--- src/rtl/fp_to_twos_decoder_if.sv ---
// fp_to_twos_decoder_if
// Groups the upstream and downstream handshake signals of the FP-to-two's-complement decoder.
//   in_valid/in_ready   : upstream handshake for one FP code
//   in_sign/in_exp/in_sig : FP code fields (sign, exponent E, unsigned significand F)
//   out_valid/out_ready : downstream handshake for one linear result
//   out_data            : two's-complement result
//   busy                : decoder is mid-conversion or holding a result
// Modport "master" is the environment side (producer + consumer); "slave" is the decoder.
interface fp_to_twos_decoder_if #(
  parameter int EXP_W = 3,
  parameter int SIG_W = 4,
  parameter int OUT_W = 12
);
  logic             in_valid;
  logic             in_ready;
  logic             in_sign;
  logic [EXP_W-1:0] in_exp;
  logic [SIG_W-1:0] in_sig;
  logic             out_valid;
  logic             out_ready;
  logic [OUT_W-1:0] out_data;
  logic             busy;

  modport master (
    output in_valid, in_sign, in_exp, in_sig, out_ready,
    input  in_ready, out_valid, out_data, busy
  );

  modport slave (
    input  in_valid, in_sign, in_exp, in_sig, out_ready,
    output in_ready, out_valid, out_data, busy
  );
endinterface

--- src/rtl/fp_to_twos_decoder.sv ---
// fp_to_twos_decoder
// Iteratively converts an 8-bit FP code (sign, 3-bit exponent E, 4-bit significand F,
// value = (-1)^S * F * 2^E) into a 12-bit two's-complement integer. The significand is
// shifted left one bit per clock for E cycles, then optionally negated, then held until
// the downstream consumer takes it.
// Ports:
//   clk : clock, rising edge
//   rst : synchronous active-high reset
//   bus : fp_to_twos_decoder_if.slave (in_valid/in_ready/in_sign/in_exp/in_sig,
//         out_valid/out_ready/out_data, busy)
module fp_to_twos_decoder #(
  parameter int EXP_W = 3,
  parameter int SIG_W = 4,
  parameter int OUT_W = 12
) (
  input logic                    clk,
  input logic                    rst,
  fp_to_twos_decoder_if.slave    bus
);

  // Only the default format is supported; the output must hold F shifted by the largest E plus a sign bit.
  if (EXP_W != 3 || SIG_W != 4) begin : g_bad_format
    $error("fp_to_twos_decoder: only EXP_W=3, SIG_W=4 are supported");
  end
  if (OUT_W < SIG_W + (1 << EXP_W)) begin : g_bad_width
    $error("fp_to_twos_decoder: OUT_W too narrow for the FP range");
  end

  typedef enum logic [1:0] {
    IDLE,
    SHIFT,
    NEG,
    DONE
  } state_t;

  state_t           state;
  state_t           state_next;
  logic [OUT_W-1:0] acc;
  logic [OUT_W-1:0] acc_next;
  logic [EXP_W-1:0] count;
  logic [EXP_W-1:0] count_next;
  logic             sign_r;
  logic             sign_next;
  logic             accept;

  // The handshake only completes in IDLE, and never while reset is asserted.
  assign bus.in_ready  = (state == IDLE) && !rst;
  assign accept        = bus.in_valid && bus.in_ready;
  assign bus.out_valid = (state == DONE);
  assign bus.busy      = (state != IDLE);
  assign bus.out_data  = acc;

  // State and datapath registers; reset overrides any conversion or pending handshake.
  always_ff @(posedge clk) begin
    if (rst) begin
      state  <= IDLE;
      acc    <= '0;
      count  <= '0;
      sign_r <= 1'b0;
    end else begin
      state  <= state_next;
      acc    <= acc_next;
      count  <= count_next;
      sign_r <= sign_next;
    end
  end

  // Next-state and datapath updates. acc is left untouched outside the conversion so
  // out_data keeps showing the last result while idle.
  always_comb begin
    state_next = state;
    acc_next   = acc;
    count_next = count;
    sign_next  = sign_r;
    case (state)
      IDLE: begin
        if (accept) begin
          acc_next   = {{(OUT_W-SIG_W){1'b0}}, bus.in_sig};
          count_next = bus.in_exp;
          sign_next  = bus.in_sign;
          // E = 0 needs no shifting at all.
          state_next = (bus.in_exp != '0) ? SHIFT : NEG;
        end
      end
      SHIFT: begin
        acc_next   = acc << 1;
        count_next = count - EXP_W'(1);
        if (count == EXP_W'(1)) begin
          state_next = NEG;
        end
      end
      NEG: begin
        // Negating zero wraps back to zero, so -0 decodes to 0.
        if (sign_r) begin
          acc_next = ~acc + OUT_W'(1);
        end
        state_next = DONE;
      end
      DONE: begin
        if (bus.out_ready) begin
          state_next = IDLE;
        end
      end
      default: begin
        state_next = IDLE;
      end
    endcase
  end

endmodule

--- src/flat_wrapper.sv ---
// flat-port wrapper written by rule: the top's interface ports become plain ports
module fp_to_twos_decoder_flat 
#(
  parameter int EXP_W = 3,
  parameter int SIG_W = 4,
  parameter int OUT_W = 12
)
  (clk, rst, bus_in_valid, bus_in_sign, bus_in_exp, bus_in_sig, bus_out_ready, bus_in_ready, bus_out_valid, bus_out_data, bus_busy);
  fp_to_twos_decoder_if #(.EXP_W(EXP_W), .SIG_W(SIG_W), .OUT_W(OUT_W)) bus_i ();
  input logic clk;
  input logic rst;
  input wire logic [$bits(bus_i.in_valid)-1:0] bus_in_valid;
  input wire logic [$bits(bus_i.in_sign)-1:0] bus_in_sign;
  input wire logic [$bits(bus_i.in_exp)-1:0] bus_in_exp;
  input wire logic [$bits(bus_i.in_sig)-1:0] bus_in_sig;
  input wire logic [$bits(bus_i.out_ready)-1:0] bus_out_ready;
  output wire logic [$bits(bus_i.in_ready)-1:0] bus_in_ready;
  output wire logic [$bits(bus_i.out_valid)-1:0] bus_out_valid;
  output wire logic [$bits(bus_i.out_data)-1:0] bus_out_data;
  output wire logic [$bits(bus_i.busy)-1:0] bus_busy;
  assign bus_i.in_valid = bus_in_valid;
  assign bus_i.in_sign = bus_in_sign;
  assign bus_i.in_exp = bus_in_exp;
  assign bus_i.in_sig = bus_in_sig;
  assign bus_i.out_ready = bus_out_ready;
  assign bus_in_ready = bus_i.in_ready;
  assign bus_out_valid = bus_i.out_valid;
  assign bus_out_data = bus_i.out_data;
  assign bus_busy = bus_i.busy;
  fp_to_twos_decoder #(.EXP_W(EXP_W), .SIG_W(SIG_W), .OUT_W(OUT_W)) u_core (.clk(clk), .rst(rst), .bus(bus_i));
endmodule
--- config.mk ---
export PLATFORM = sky130hd
export DESIGN_NAME = fp_to_twos_decoder_flat
export DESIGN_NICKNAME = d
export VERILOG_FILES = /design/src/rtl/fp_to_twos_decoder_if.sv /design/src/rtl/fp_to_twos_decoder.sv /design/src/flat_wrapper.sv
export SDC_FILE = /design/constraint.sdc
export NUM_CORES = 1
export LEC_CHECK = 0
export BUFFER_PORTS_ARGS = -buffer_cell sky130_fd_sc_hd__buf_2
export CORE_MARGIN = 2
export CORE_UTILIZATION = 49
export DETAILED_ROUTE_END_ITERATION = 8
export PLACE_DENSITY = 0.78
export SYNTH_ARGS = -nofsm -noshare
export SYNTH_HDL_FRONTEND = slang
export SYNTH_SLANG_ARGS = --single-unit
--- constraint.sdc ---
create_clock -name clk -period 1.6 [get_ports clk]
set_input_delay 0.32 -clock clk [delete_from_list [all_inputs] [get_ports clk]]
set_output_delay 0.32 -clock clk [all_outputs]
set_load 0.01 [all_outputs]
=== After elaboration in Yosys (flattened, before gate mapping) ===
Index checks and enable logic that the tools add are counted.
W data, S select, Z words.

* Output and inout port bits: 15
* Input port bits: 12
* Flip-flop bits (word level): 18
* Word-level logic and storage cells: 37

* Muxes and demuxes: 10
* Reduce and logical (&&, ||, !) cells: 12
* Equality and inequality tests: 8
* Bitwise gates (word level): 1
* $add $sub $neg: 2

{| class="wikitable"
|+ Operators with widths
! kind !! count
|-
| $pmux W12 S3 || 1
|-
| $mux W12 || 2
|-
| $add A12 B1 Y12 const B || 1
|-
| $not A12 Y12 || 1
|-
| $mux W2 || 4
|-
| $pmux W2 S4 || 1
|-
| $ne A2 B1 Y1 const B || 3
|-
| $pmux W3 S2 || 1
|-
| $reduce_and A3 Y1 || 2
|-
| $reduce_bool A3 Y1 || 2
|-
| $eq A2 B2 Y1 const B || 2
|-
| $reduce_and A2 Y1 || 2
|-
| $reduce_bool A2 Y1 || 2
|-
| $eq A3 B1 Y1 const B || 1
|-
| $mux W3 || 1
|-
| $sub A3 B1 Y3 const B || 1
|-
| $eq A2 B1 Y1 const B || 1
|-
| $logic_and A1 B1 Y1 || 2
|-
| $logic_not A2 Y1 || 1
|-
| $ne A2 B2 Y1 const B || 1
|-
| $logic_not A1 Y1 || 1
|}

=== Longest topological paths before layout ===
* Depth in word-level cells: 5
* Mapped depth: 8
* Mapped depth without buffers: 6

=== Least setup slack after synthesis ===
No wires, ideal clock.

* Path kind: reg-to-reg
* Start point: reg u_core.state[0]
* End point: reg u_core.acc[3], in the netlist u_core.bus.out_data[3]
* Setup slack: -49 ps
* Data required time: 1504 ps
* Arrival time: 1553 ps
* Path buffers: 1
* Period minus slack after synthesis: 1649 ps
* Library setup time: 96 ps
* Cell stages (with the launch flop): 7
* Cell sequence: dfxtp_1 -> inv_1 -> ha_1 -> nor2b_1 -> a211o_1 -> buf_2 -> o41ai_2

* Longest elaborated chain between the ends: 5

{| class="wikitable"
|+ RTL lines
! what !! line !! RTL
|-
| start, declared || fp_to_twos_decoder.sv:36 || <nowiki>state_t state;</nowiki>
|-
| start signal, assigned || fp_to_twos_decoder.sv:61 || <nowiki>state <= state_next;</nowiki>
|-
| $logic_not A2 Y1 || fp_to_twos_decoder.sv:47, fp_to_twos_decoder.sv:75 ||
|-
| $logic_and A1 B1 Y1 || fp_to_twos_decoder.sv:47 || <nowiki>assign bus.in_ready = (state == IDLE) && !rst;</nowiki>
|-
| $logic_and A1 B1 Y1 || fp_to_twos_decoder.sv:48 || <nowiki>assign accept = bus.in_valid && bus.in_ready;</nowiki>
|-
| $ne A2 B1 Y1 (no line) || -- ||
|-
| $reduce_and A3 Y1 (no line) || -- ||
|-
| end signal, assigned || fp_to_twos_decoder.sv:62 || <nowiki>acc <= acc_next;</nowiki>
|-
| end, declared || fp_to_twos_decoder.sv:38 || <nowiki>logic [OUT_W-1:0] acc;</nowiki>
|}

Parallel ways exist; a longest one is shown, timed or not.
A chain may end at the register's enable or synchronous reset.

=== Worst setup path in the final report ===
* Start point: reg u_core.state[1]
* End point: reg u_core.acc[11], in the netlist u_core.bus.out_data[11]

Same word-level chain as after synthesis.

==> results by group <==
Clock network
  – # hold bufs at CTS: 0
  – CTS Buf Count: 3
  – CTS tree: done
  – CTS H-tree lvls: 1
  – Clock root buffer master: clkbuf_4
  – Max clock buf depth: 2
  – Latest clock arrival within the worst-skew pair: between 200 and 300 ps
  – Total clock sinks: 18
  – Clock-pin slew on the worst setup and hold paths: 110 ps

Die
  – Initial core utilization: a little over half
  – Num ports: 27
  – Die X: 55.7 microns
  – Die Area: about 3100 sq um
  – Num rows: 18
  – Die Ht: ~56 microns
  – Core area: 2500 sq um

Global routing
  – GRT overflow: 0
  – Global-route wire length before repair: 5.53 mm
  – Vias in the first global route: roughly 1300
  – GRT Total Usage: 21.9%
  – Largest net degree at the start of global routing: 24
  – Initial antenna violation count: 0

Timing
  – Final setup viols: 3
  – Worst-Margin Slew: 409 ps
  – Setup WS post-layout: -37.1 ps
  – Max_slew headroom: 72.5%
  – Final Hold Viols: 0
  – Post-layout minimum cycle time: around 1600 ps
  – Period utilization: 102%
  – Fmax: 0.611 GHz
  – RSZ-0062 raised after global routing: yes
  – Final slew viol count: 0
  – Fin Setup TNS: -84.6 ps
  – Final clock skew: 5.05 ps

Synth
  – Mapped Nets: around 180
  – Synth unique cells: 48
  – Syn Area/Cell: roughly 8.1 sq um
  – Post-Syn Instances: ~160
  – Register area share after synthesis: between 20% and 30%
  – EDFF count, synth: 0
  – Async S/R FF share, synth: 0%
  – Ys flop type: dfxtp_1
  – Register bit total from synthesis: 18
  – Yosys warns: 0
  – Post-Synthesis Cell Area: approximately 1300 sq um

Power and ir drop
  – Sw power: approximately 990 uW
  – Peak VDD IR: 1030 uV
  – Int Power: ~1.4 mW
  – Clock power share: 9.8%
  – Static Leak: approximately 0.78 nW
  – Seq pwr share: approximately 25%
  – Sw frac: a little over two fifths
  – Logic pwr share: ~65%
  – Power Dens Cells: ~1300 nW/um^2

Drt
  – Total wire length: 3.76 mm
  – DR pass1 iterations: 4
  – Detailed-route DRC error count: 0
  – Initial DRC Count: 64
  – Routed vias: roughly 1400
  – Post-DR wirelength/cell: approximately 15 microns
  – Final antenna-violating net count: 0
  – Number of vias per cell: roughly 5.9

Setup path
  – Crit path largest cell delay: around 350 ps
  – Crit-path max FO: 6
  – Worst path most repeated cell: buf_6
  – Worst Path Arrival: around 1800 ps
  – Crit path kind: reg2reg
  – Worst path slowest cell: dfxtp_2
  – Crit-path cells: buf_6 > buf_6 > ha_4 > buf_6 > a211oi_4 > buf_6 > o22ai_2 > a32o_1
  – CP startpoint kind: flop
  – Critical Path Sink Type: flop
  – WP data required: 1800 ps

Finish
  – Commonest cells after routing, fill and taps aside: buf_2, buf_4, dfxtp_1
  – Final Core Density: between 70% and 80%
  – Area growth from synthesis to layout: 37.8%
  – Nets: between 200 and 250
  – Filler Cell Count: ~190
  – Antenna Cells: 0
  – Layout cells sized above 1: between 40% and 50%
  – Commonest non-fill, non-tap cell in the layout: buf_2

Flow run
  – Max Cap Violations: 0

Status
  – Failing checks: setup timing
  – Status: finished with violations

Place
  – DP Worst Slack: -84.7 ps
  – DP Wirelength: 2.66 mm
  – GP Congestion: roughly 0.86
  – IO buf count: 26

Hold path
  – Hold WC Path Type: in2reg
## power by group through the flow
stage	clock (mW)	combinational (mW)	sequential, mW
after CTS	0.237	1.31	0.575
after global routing	0.256	1.66	0.593
after floorplan	0	0.740	0.611
after detailed placement	0	1.28	0.584
after global placement	0	1.24	0.579
final	0.231	1.54	0.585
## final cells by class
class                   count  area (sq um)  area share (%)
flip-flops and latches     18           364            20.2
repair buffers             56           378            20.9
clock buffers               3          22.5            1.25
inverters                  11          41.3            2.29
well taps                  30          37.5            2.08
multi-input cells         125           962            53.3
## critical path: cells and delay by family (launching register included)
| kind | cells | cell delay [ps] |
|---|---|---|
| DFF | 1 | 350 |
| adders and majority gates | 1 | 150 |
| buffers and inverters | 4 | 500 |
| AOI/OAI and AO/OA | 3 | 530 |
## flip-flops by register name, summed over array words and instances (netlist names)
signal	cells
u_core.sign_r	1
u_core.state	2
u_core.count	3
u_core.bus.out_data	12
## through the flow
stage | std cells | total power, mW | area [sq um] | hold slack, ps
final | 243 | 2.36 | 1810 | 273
after global routing | 243 | 2.51 | 1810 | 299
after CTS | 238 | 2.13 | 1670 | 268
after detailed placement | 235 | 1.86 | 1630 | 459
after global placement | 235 | 1.81 | 1630 | 445
after floorplan | 162 | 1.35 | 1310 | 432
## logic make-up after synthesis
| family | synth area share [%] |
|---|---|
| xor gates and xnor gates | 0.669 |
| AOI/OAI and AO/OA | 29.4 |
| muxes | 2.39 |
| buffers and inverters | 5.73 |
| DFF | 27.5 |
| adders and majority gates | 7.64 |
| and+or+nand+nor | 26.6 |
## per-layer routing
layer	vias up	share of wire (%)	GRT usage [%]
met4	0	1.1	9.41
li1	700	-	-
met2	49	52	39.8
met3	6	5.1	3.72
met1	683	42	24.9
met5	-	0	0
## synth_stat cells, types with 2 or more instances
cell / n / area [sq um]
nor2_1: 13 / 48.8
or4b_1: 2 / 20.0
nor2b_1: 6 / 37.5
inv_1: 11 / 41.3
buf_2: 3 / 15.0
o21ai_0: 12 / 60.1
clkbuf_1: 5 / 18.8
nand3_1: 5 / 25.0
a32o_1: 2 / 20.0
and2_1: 2 / 12.5
nand2_1: 13 / 48.8
a22o_1: 2 / 17.5
a211o_1: 2 / 17.5
o32ai_1: 2 / 17.5
o21ai_1: 2 / 10.0
o22ai_1: 3 / 18.8
ha_1: 8 / 100
and3b_1: 2 / 17.5
a21oi_1: 11 / 55.1
o211ai_1: 3 / 22.5
mux2i_1: 2 / 20.0
a221o_1: 2 / 20.0
dfxtp_1: 18 / 360
nand2b_1: 7 / 43.8
## repair_timing
item,in CTS,in global routing
pin swaps,2,12
resized for setup,5,31
buffers inserted,0,5
endpoints found under the setup margin,16,19
hold endpoints to repair,0,0
## path summary, 6_finish.rpt
check | startpoint | slack, ps | depth (start not counted) | end
max | u_core.state[1]$_SDFFE_PP0P_ | -40 | 8 | u_core.bus.out_data[11]$_SDFFE_PP0P_
min | bus_in_sign | 270 | 3 | u_core.sign_r$_SDFFE_PP0P_
max reg2reg | u_core.state[1]$_SDFFE_PP0P_ | -40 | 8 | u_core.bus.out_data[11]$_SDFFE_PP0P_
min reg2reg | u_core.count[1]$_SDFFE_PP0P_ | 470 | 2 | u_core.count[1]$_SDFFE_PP0P_
Power figures use the tool's default switching activity.
